===== src/rtl/aes_block_assembler.sv =====
// Byte-serial ingress for the AES datapath: packs 16 streamed bytes into one
// 128-bit state block and hands it to the cipher side over valid/ready.
module aes_block_assembler #(
  parameter logic [7:0] PAD_BYTE = 8'h00
) (
  input  logic         clk_i,
  input  logic         rst_i,
  input  logic         in_valid_i,
  output logic         in_ready_o,
  input  logic [7:0]   in_byte_i,
  input  logic         in_last_i,
  output logic         blk_valid_o,
  input  logic         blk_ready_i,
  output logic [127:0] blk_data_o,
  output logic [4:0]   blk_nbytes_o,
  output logic         blk_last_o
);

  localparam int unsigned NB = 16;
  localparam int unsigned BW = 8;
  localparam int unsigned DW = NB * BW;
  localparam int unsigned CW = 4;
  localparam int unsigned NW = 5;

  typedef enum logic {FILL, FULL} state_e;

  state_e        state_q, state_d;
  logic [CW-1:0] cnt_q, cnt_d;
  logic [DW-1:0] data_q, data_d;
  logic [NW-1:0] nbytes_q, nbytes_d;
  logic          last_q, last_d;
  logic          wr_en;
  logic [CW-1:0] wr_slot;
  logic          done;

  // Next-state, handshake and byte-slot write decode
  always_comb begin
    state_d    = state_q;
    cnt_d      = cnt_q;
    data_d     = data_q;
    nbytes_d   = nbytes_q;
    last_d     = last_q;
    in_ready_o = 1'b0;
    wr_en      = 1'b0;
    wr_slot    = cnt_q;
    done       = 1'b0;
    case (state_q)
      FILL: begin
        in_ready_o = 1'b1;
        if (in_valid_i) begin
          wr_en   = 1'b1;
          wr_slot = cnt_q;
          if (cnt_q == CW'(NB - 1) || in_last_i) begin
            done     = 1'b1;
            nbytes_d = NW'(cnt_q) + NW'(1);
            last_d   = in_last_i;
            state_d  = FULL;
            cnt_d    = '0;
          end else begin
            cnt_d = cnt_q + CW'(1);
          end
        end
      end
      FULL: begin
        in_ready_o = blk_ready_i;
        if (blk_ready_i) begin
          if (in_valid_i) begin
            // Byte accepted with the block hand-off starts the next block
            wr_en   = 1'b1;
            wr_slot = '0;
            if (in_last_i) begin
              done     = 1'b1;
              nbytes_d = NW'(1);
              last_d   = 1'b1;
              cnt_d    = '0;
            end else begin
              state_d = FILL;
              cnt_d   = CW'(1);
            end
          end else begin
            state_d = FILL;
            cnt_d   = '0;
          end
        end
      end
      default: begin
        state_d = FILL;
        cnt_d   = '0;
      end
    endcase

    // Closing a block pads every slot above the last written byte
    if (wr_en) begin
      for (int unsigned j = 0; j < NB; j++) begin
        if (CW'(j) == wr_slot) begin
          data_d[DW-1-BW*j -: BW] = in_byte_i;
        end else if (done && (CW'(j) > wr_slot)) begin
          data_d[DW-1-BW*j -: BW] = PAD_BYTE;
        end
      end
    end
  end

  always_ff @(posedge clk_i) begin
    if (rst_i) begin
      state_q  <= FILL;
      cnt_q    <= '0;
      data_q   <= '0;
      nbytes_q <= '0;
      last_q   <= 1'b0;
    end else begin
      state_q  <= state_d;
      cnt_q    <= cnt_d;
      data_q   <= data_d;
      nbytes_q <= nbytes_d;
      last_q   <= last_d;
    end
  end

  assign blk_valid_o  = (state_q == FULL);
  assign blk_data_o   = data_q;
  assign blk_nbytes_o = nbytes_q;
  assign blk_last_o   = last_q;

endmodule


===== config.mk =====
export PLATFORM = sky130hd
export DESIGN_NAME = aes_block_assembler
export DESIGN_NICKNAME = d
export VERILOG_FILES = /design/src/rtl/aes_block_assembler.sv
export SDC_FILE = /design/constraint.sdc
export NUM_CORES = 1
export LEC_CHECK = 0
export ABC_AREA = 1
export CAP_MARGIN = 20
export CORE_MARGIN = 1.5
export CORE_UTILIZATION = 48
export DETAILED_ROUTE_END_ITERATION = 10
export GPL_TIMING_DRIVEN = 0
export PLACE_DENSITY = 0.83
export SLEW_MARGIN = 5
export SYNTH_ARGS = -nofsm -noshare
export SYNTH_HDL_FRONTEND = slang
export SYNTH_SLANG_ARGS = --single-unit

===== constraint.sdc =====
create_clock -name clk_i -period 1.92 [get_ports clk_i]
set_input_delay 0.288 -clock clk_i [delete_from_list [all_inputs] [get_ports clk_i]]
set_output_delay 0.288 -clock clk_i [all_outputs]
set_load 0.05 [all_outputs]

* Yosys cells after proc, flatten, opt, wreduce, memory -nomap -nowiden
Cells that the tools add are included.
Word-level totals: flip-flop bits (word level) 139, input port bits 13, output and inout port bits 136, word-level logic and storage cells 177
Operators by class: $add $sub $neg 2, magnitude comparators 16, eq/ne operators 21, muxes and demuxes 65, bitwise operators 1, reductions and logical operators 52
Operators by type and width (count):
- 8-bit 2-to-1 mux | 32
- 2-bit AND reduction | 17
- 4-bit == test (first input constant) | 8
- 4-bit greater-than comparator (first input constant) | 8
- 2-bit nonzero test | 16
- 5-bit 2-to-1 mux | 5
- 4-bit 2-to-1 mux | 6
- 3-bit by 4-bit == test with 1-bit output (first input constant) | 4
- 3-bit by 4-bit greater-than comparator with 1-bit output (first input constant) | 4
- 1-bit logical AND | 16
- 4-bit one-hot mux with 2 select lines | 2
- 1-bit 2-to-1 mux | 14
- 2-bit inequality test (second input constant) | 5
- 1-bit one-hot mux with 2 select lines | 5
- 5-bit one-hot mux with 2 select lines | 1
- 2-bit by 4-bit == test with 1-bit output (first input constant) | 2
- 1-bit by 4-bit greater-than comparator with 1-bit output (first input constant) | 2
- 2-bit by 4-bit greater-than comparator with 1-bit output (first input constant) | 2
- 4-bit by 1-bit adder with 5-bit output (second input constant) | 1
- 5-bit AND reduction | 1
- 4-bit by 1-bit adder with 4-bit output (second input constant) | 1
- 1-bit by 4-bit == test with 1-bit output (first input constant) | 1
- 4-bit == test (second input constant) | 1
- 4-bit logical NOT | 1
- other kinds (2) | 2

* Depth between registers and ports, before layout
word-level depth 8, gate-level depth with buffers 10, depth with buffers taken out 10

* Worst setup path before layout
No wires, ideal clock.
path kind register to register, from register state_q, in the netlist blk_valid_o, to register data_q[55], in the netlist blk_data_o[55], library setup time 0.132 ns, data arrival time 1.984 ns, data required time 1.788 ns, path slack -0.196 ns, stages on the path, launching flop included 10, buffers on the path 0, clock period less this slack 2.116 ns, cell sequence dfxtp_1 -> nand2_1 -> nand2_1 -> inv_2 -> nand2_1 -> inv_1 -> nand2_4 -> clkinv_2 -> nand2_1 -> a21oi_1
On the way: word-level cells in the longest chain between the ends 6, elaborated cells between the ends (all ways) 10, classes of those cells 1 x order compare; 1 x eq/ne; 4 x mux; 1 x bitwise; 3 x reduce/logical
RTL lines:
- from (decl) | RTL line 27 | state_e state_q, state_d;
- from (signal assigned) | RTL line 112 | state_q <= state_d;
- 1-bit inverter
- 4-bit one-hot mux with 2 select lines | RTL line 47 | case (state_q)
- 4-bit greater-than comparator | RTL line 97 | end else if (done && (CW'(j) > wr_slot)) begin
- 1-bit logical AND | RTL line 97
- 2-bit nonzero test (no line)
- 2-bit AND reduction (no line)
- to (signal assigned) | RTL line 114 | data_q <= data_d;
- to (decl) | RTL line 29 | logic [DW-1:0] data_q, data_d;
Parallel ways exist; a longest one is shown, timed or not. A chain may end at the register's enable or synchronous reset.

* Worst setup path after layout
from register data_q[109], in the netlist blk_data_o[109], to output blk_data_o[109]
RTL lines:
- to (decl) | RTL line 14 | output logic [127:0] blk_data_o,
No word-level cell between the ends.

==> impl_summary.md <==
Final layout
The net count of the finished layout is 888. The final instance area is 7818 um2. In the final layout, the share of cells above drive strength 1 is 0.1220. The growth of design area from synthesis to finish is 41.26%. The utilization after layout is 0.6905. The library cell used most frequently in the layout, excluding fill and tap cells, is sky130_fd_sc_hd__nand2_1. The library cells used most frequently in the layout, excluding fill and tap cells, are 176 x sky130_fd_sc_hd__nand2_1, 140 x sky130_fd_sc_hd__clkdlybuf4s50_1, 137 x sky130_fd_sc_hd__a21oi_1. The filler-free cell count of the finished design is 1028. The repair_antennas step left the layout with diodes totalling 0.

GRT
The number of global-route vias before repair is 5040. The global-route congestion overflow total is 0. The initial antenna violation count is 0. The global routing usage summed across all routing layers is 0.2865. The pin count of the biggest net entering global routing is 17. The wire length of the first global-routing pass is 26.08 mm.

Critical path
The cell with the largest stage delay on the worst path is sky130_fd_sc_hd__clkdlybuf4s50_1. The delay of the slowest cell on the worst path is 870 ps. STA classifies the critical path startpoint as a register. The setup slack of the most critical reg-to-reg path is 80 ps. The largest driver fanout on the critical path is 2. The classification of the worst setup path is reg2out. Walking the worst path, the cells encountered are clkdlybuf4s50_1. The largest delay contributor family on the critical path is buffers and inverters. Together, buffers and inverters on the worst path number 1.

The data arrival at the endpoint of the critical path is 1630 ps. The reg-to-reg critical path endpoint is blk_data_o[84]$_SDFFE_PP0P_. The worst path required time is 1630 ps. The worst reg2reg path startpoint is cnt_q[1]$_SDFFE_PP0P_.

The worst setup path is captured at an output pin. The depth of the most critical reg-to-reg path is 9.

Detailed routing
For this run, design rule violations remaining after detail routing come to 0. In the final routed layout, each cell accounts on average for 16.79 um. After detailed routing, the total wire length is 17.26 mm.

The number of vias per cell after detailed routing is 5.446. Across all layers, the routed design uses 5598 vias. For this run, the detailed router's first-pass iteration total came to 6. In this run the remaining antenna-violating nets after routing total 0.

The detailed router finished its first iteration with 522 violations.

CTS
The total clock buffers created by CTS is 17. The clock tree root driver cell is sky130_fd_sc_hd__clkbuf_16. TritonCTS built the clock tree. The register clock-pin slew on the reported worst setup and hold paths is 60 ps. The number of buffers between clock root and the deepest sink is 2. For this design, the CTS-stage hold fixing added 0 buffers. The number of clock sinks seen by CTS is 139. The CTS H-tree depth is 4.

The clock reaches the later pin of the worst-skew pair after 430 ps.

Place
The total placed instance area is 7198 um2. Input and output buffers added on the ports amount to 148. The congestion estimate from routability-driven global placement came to 0.9219. The total placed cells including tap cells is 999. The setup slack at placement is -271.2 ps.

Detailed placement ended at an HPWL of 11.23 mm.

STA
The final setup skew is 7.674 ps. The fmax is 0.5221 GHz. At the pin with the least slew margin, the transition time is 664.0 ps. Setup repair after global routing could not meet its margin everywhere.

The max-slew violation count is 0. The final setup violation count is 0. The portion of the clock cycle consumed by the worst path in the final layout is 0.9976. The worst path meets setup with 4.598 ps of slack. Headroom to the max-slew limit came out at 0.5573.

For the finished layout, the period the worst path requires is 1915 ps. The hold violation total from the final report is 0.

Yosys
By area the synthesized netlist is led by sky130_fd_sc_hd__dfxtp_1 50%, sky130_fd_sc_hd__a21oi_1 12%, sky130_fd_sc_hd__nand2_1 12%, sky130_fd_sc_hd__nand3_1 8.0%, sky130_fd_sc_hd__inv_1 2.2%. The Yosys warning count is 0. The share of the Yosys chip area taken by registers is 0.5028. The count of distinct cell types in the synthesized netlist is 29. The cell count after synthesis is 708. The area of the mapped netlist is 5534 um2. The post-synthesis sequential element count is 139. The biggest area contributor in the post-synthesis netlist is sky130_fd_sc_hd__dfxtp_1. The post-synth net total is 722. The average footprint of a synthesized cell is 7.816 um2. The share of synthesized area in the top cell type comes to 0.5028.

Hold path
The hold path endpoint is blk_data_o[127]$_SDFFE_PP0P_. The worst hold path belongs to the class reg2reg. Counting instances, the worst hold path has a depth of 2. The startpoint of the most critical hold path is blk_data_o[127]$_SDFFE_PP0P_.

Outcome
The flow ran to the end, and the final reports show no timing, DRC or antenna violations.

Floorplanning
Measured along the y axis, the die boundary spans 110.4 um. The total die area is 12180 um2. The initial utilization of the core area, before any placement, comes to 0.4888. The x dimension of the die is 110.4 um.

Row generation in the floorplan step produced 39 rows. Pin placement for this block handled 149 I/O pins. The core region is 11320 um2.

Power
The total leakage power is 2.868 nW. IR analysis of the VDD net gives a maximum drop of 0.4862 mV. Dividing total power by cell area gives a power density of 871.2 nW/um2.

Run
The number of max-capacitance violations reported is 0.
[area by class of cell]
cell class | instances | area, um2
sequential | 139 | 2789
clock buffer | 20 | 456.7
tap | 143 | 178.9
buffer | 28 | 136.4
inverter | 53 | 200.2
multi-input combinational | 487 | 2420
clock inverter | 10 | 142.6
timing repair buffer | 148 | 1494
fill | 902 | 3503
[cell usage after synthesis (all sizes together)]
library cell  count
nand2           199
buf              15
a21oi           138
clkbuf           14
inv              51
clkinv            2
nor2             25
nand3            95
ha                1
nand4             9
dfxtp           139
o21ai            17
a31oi             2
nor3              1
[kinds of logic after synthesis]
| group | count (synthesis) | share of synthesized area |
|---|---|---|
| flops | 139 | 0.5028 |
| buf+inv | 82 | 0.06127 |
| simple gates | 329 | 0.2871 |
| fa+ha+maj | 1 | 0.002261 |
| compound gates | 157 | 0.1465 |
[repair_timing]
action                     in CTS  in global routing
pin swaps                       0                  0
buffers inserted                0                  0
hold endpoints to repair        0                  0
setup endpoints to repair      14                 81
resized for setup               3                 10
[flip-flops by register name, indices dropped and copies added, names as in the netlist]
name	count
cnt_q	4
blk_last_o	1
blk_data_o	128
blk_nbytes_o	5
blk_valid_o	1
[through the flow]
step / TNS (ps) / power [mW] / hold slack [ps]
6_report: 0 / 6.811 / 447.7
5_1_grt: -87.66 / 6.973 / 477.4
4_1_cts: 0 / 6.810 / 447.0
3_5_place_dp: -22600 / 3.514 / 437.5
3_3_place_gp: -19670 / 3.511 / 431.5
2_1_floorplan: 0 / 3.319 / 435.4
[where the power goes]
part	total, mW	switching [mW]	internal, mW
logic	0.528	0.393	0.135
registers	2.93	0.0200	2.91
clock network	3.35	1.25	2.10
[worst max-delay path by stage]
stage / from / endpoint / cells after the start / slack (ps)
final: blk_data_o[109]$_SDFFE_PP0P_ / blk_data_o[109] / 1 / 5
after global routing: cnt_q[0]$_SDFFE_PP0P_ / blk_data_o[39]$_SDFFE_PP0P_ / 9 / -30
after CTS: blk_data_o[109]$_SDFFE_PP0P_ / blk_data_o[109] / 1 / 10
after detailed placement: in_valid_i / blk_data_o[87]$_SDFFE_PP0P_ / 9 / -270
after global placement: in_valid_i / blk_data_o[15]$_SDFFE_PP0P_ / 9 / -250
after floorplan: blk_valid_o$_SDFF_PP0_ / blk_data_o[55]$_SDFFE_PP0P_ / 9 / 280
[layer usage]
layer	track usage	wire, um
met1	0.3762	7179
met2	0.4449	7911
met3	0.07349	1585
met4	0.1255	580
met5	0	0
(Power assumes the default switching activity.)
==> RTL change: new RTL, same settings <==
Set the localparam `CW` to 3 (it was 4).
--- a/src/rtl/aes_block_assembler.sv
+++ b/src/rtl/aes_block_assembler.sv
@@ -19,7 +19,7 @@
   localparam int unsigned NB = 16;
   localparam int unsigned BW = 8;
   localparam int unsigned DW = NB * BW;
-  localparam int unsigned CW = 4;
+  localparam int unsigned CW = 3;
   localparam int unsigned NW = 5;
 
   typedef enum logic {FILL, FULL} state_e;
Behaviour: not the same (a bounded check fails within 4 cycles, from zero or initial values and one cycle with rst_i high).
==> RTL change against the original RTL <==
  * Wire length decreased by 41%
  * Total power decreased by 38%
  * Clock skew increased by 0.0018 ns
  * Clock power decreased by 53%
  * Sequential cell count decreased by 66
  * Utilization increased by 8.5 points
  * Fmax increased by 1.3%
  * Cell area decreased by 32%
  * Setup slack improved by 0.024 ns
  * Area after synthesis decreased by 38%
  * Critical path type unchanged
==> RTL change: results (changes against the original RTL) <==
* Worst clock skew: 0.00951 ns (+0.00184 ns)
* Overall track demand over capacity in global routing: 26.1% (-2.6 points)
- Global-route met3 utilization: 5.75% (-1.6 points)
- Vias per cell: 5.04 (-7.4%)
- Fill cell instance count of the final layout: 507 (-44%)
- The startpoint identified for the worst register-to-register timing path is cnt_q[2].
- The net total in the final layout is 617 (-31%).
* Post-synth net total: 469 (-35%)
* Reg2reg path depth: 8 (-1)
- Total length of routed wires: 10.2 mm (-41%)
- The number of buffers added by the clock tree synthesis step was 9 (-8).
* Hold-critical path endpoint: cnt_q[0]
* Seq/Total Area, Yosys: 42.5% (-7.8 points)
* Number of flip-flops in the largest register: 64 (-50%)
* Worst reg2reg setup slack: 0.12 ns (+0.04 ns)
- The hold-critical path depth came to 3 (+1).
* Number of cells produced by synthesis: 454 (-36%)
- Leakage power of the design: 2.93 nW (+2.0%)
* Last weighted congestion value of the routability-driven placer: 0.861 (-6.6%)
- The number of distinct library cells after synthesis came to 23 (-21%).
- The wire length on met1 came to 4.15 mm (-42%).
* Clk slew on worst S/H paths: 0.08 ns (+0.02 ns)
- The number of buffer cells added on primary ports is 137 (-7.4%).
- Outcome: completed
- The fraction of registers with async set/reset came to 0% (unchanged).
* Detail Route met3 WL: 859 microns (-46%)
* Top cells by area in the synthesized netlist: sky130_fd_sc_hd__dfxtp_1 (43%), sky130_fd_sc_hd__buf_4 (14%), sky130_fd_sc_hd__a21oi_1 (10%)
* Wire length of the first global-routing pass: 15.5 mm (-41%)
- Root buffer cell: sky130_fd_sc_hd__clkbuf_8
* GR Layer Usage met1: 32.7% (-5.0 points)
* Type of the tightest min-delay check: in2reg
* Crit path max fanout: 3 (+1)
* Worst slew margin: 56.9% (+1.2 points)
* Min-delay src: in_valid_i
- Fraction of layout cells with a size suffix above 1: 18.6% (+6.4 points)
* GR Layer Usage met2: 43.0% (-1.5 points)
* Number of detailed-routing iterations run before antenna repair: 5 (-1)
- The routed length per instance came to 14.5 microns (-13%).
- The number of placed cells counting well taps came to 687 (-31%).
* Estimated wirelength of the detail-placed design: 7.07 mm (-37%)
- Met2 Wirelength: 4.93 mm (-38%)
* Max IR drop VDD: 0.407 mV (-16%)
- The via count of the first global-routing pass was 3324 (-34%).
- In the synthesized netlist, the cells that appear most often are sky130_fd_sc_hd__nand2_1 (92), sky130_fd_sc_hd__dfxtp_1 (73), sky130_fd_sc_hd__a21oi_1 (70), sky130_fd_sc_hd__buf_4 (66), sky130_fd_sc_hd__nand3_1 (55).
- Largest net degree at the start of global routing: 13 (-4)
- Initial DRC count: 142 (-73%)
* Buffer depth of the longest clock path: 2 (unchanged)
- Clock latency reported for the late side of the worst-skew pair: 0.35 ns (-0.08 ns)
- The number of levels in the clock H-tree came to 3 (-1).
[RTL change: cell count changes after synthesis, sizes merged, moves of 2 or more]
| cell | change |
|---|---|
| clkinv | -2 |
| nand2 | -102 |
| dfxtp | -66 |
| clkbuf | +2 |
| buf | +55 |
| a21oi | -68 |
| inv | -28 |
| nor2 | -2 |
| nand3 | -36 |
| nand4 | -8 |
[RTL change: how the worst max path moves through the flow]
| stage | startpoint | end | depth (start not counted) |
|---|---|---|---|
| final | blk_data_o[76] | blk_data_o[76] | 2 |
| after global routing | blk_ready_i | blk_data_o[76] | 9 |
| after CTS | blk_data_o[80] | blk_data_o[80] | 2 |
| after detailed placement | blk_ready_i | blk_data_o[102] | 8 |
| after global placement | blk_ready_i | blk_data_o[100] | 8 |
| after floorplan | cnt_q[1] | blk_data_o[85] | 10 |
[RTL change: worst max-delay path, cell delays in order (launching register included)]
cell,delay (ns)
sky130_fd_sc_hd__dfxtp_1,0.36
sky130_fd_sc_hd__buf_4,0.11
sky130_fd_sc_hd__clkdlybuf4s50_1,0.78
[RTL change: area by class of cell]
class / instances / area, sq um / share of cell area [%]
Buffer: 86 / 588 / 11.0
Clock buffer: 10 / 138 / 2.59
Clock inverter: 5 / 128 / 2.40
Inverter: 23 / 86.3 / 1.62
Multi-Input combinational cell: 272 / 1330 / 25.0
Sequential cell: 73 / 1470 / 27.5
Tap cell: 96 / 120 / 2.26
Timing Repair Buffer: 137 / 1470 / 27.5
[RTL change: where the power goes]
| group | total (mW) | leakage (nW) | internal (mW) | switching, mW |
|---|---|---|---|---|
| combinational | 1.01 | 2.20 | 0.327 | 0.687 |
| clock | 1.59 | 0.129 | 1.02 | 0.568 |
| sequential | 1.64 | 0.594 | 1.58 | 0.0607 |
[RTL change: timing repair]
action | 4_1_cts | 5_1_grt
cloned | 0 | 0
pin swaps | 0 | 0
setup endpoints to repair | 56 | 86
gates resized for setup | 20 | 53
hold endpoints to repair | 0 | 0
[RTL change: kinds of logic after synthesis]
group | synth area share (%)
compound gates | 13.0
simple gates | 24.1
flops | 42.5
other cells | 0.109
buf+inv | 19.6
fa+ha+maj | 0.728
[RTL change: through the flow]
| stage | power (mW) | setup TNS [ns] | area (sq um) | worst slack, ns | hold slack [ns] |
|---|---|---|---|---|---|
| floorplan | 2.38 | 0 | 3440 | 0.226 | 0.436 |
| global placement | 2.66 | -7.96 | 4930 | -0.263 | 0.449 |
| detailed placement | 2.68 | -10.09 | 4930 | -0.349 | 0.457 |
| CTS | 4.24 | 0 | 5190 | 0.000237 | 0.276 |
| global route | 4.37 | -0.109 | 5320 | -0.0347 | 0.294 |
| finish | 4.24 | 0 | 5320 | 0.0284 | 0.273 |
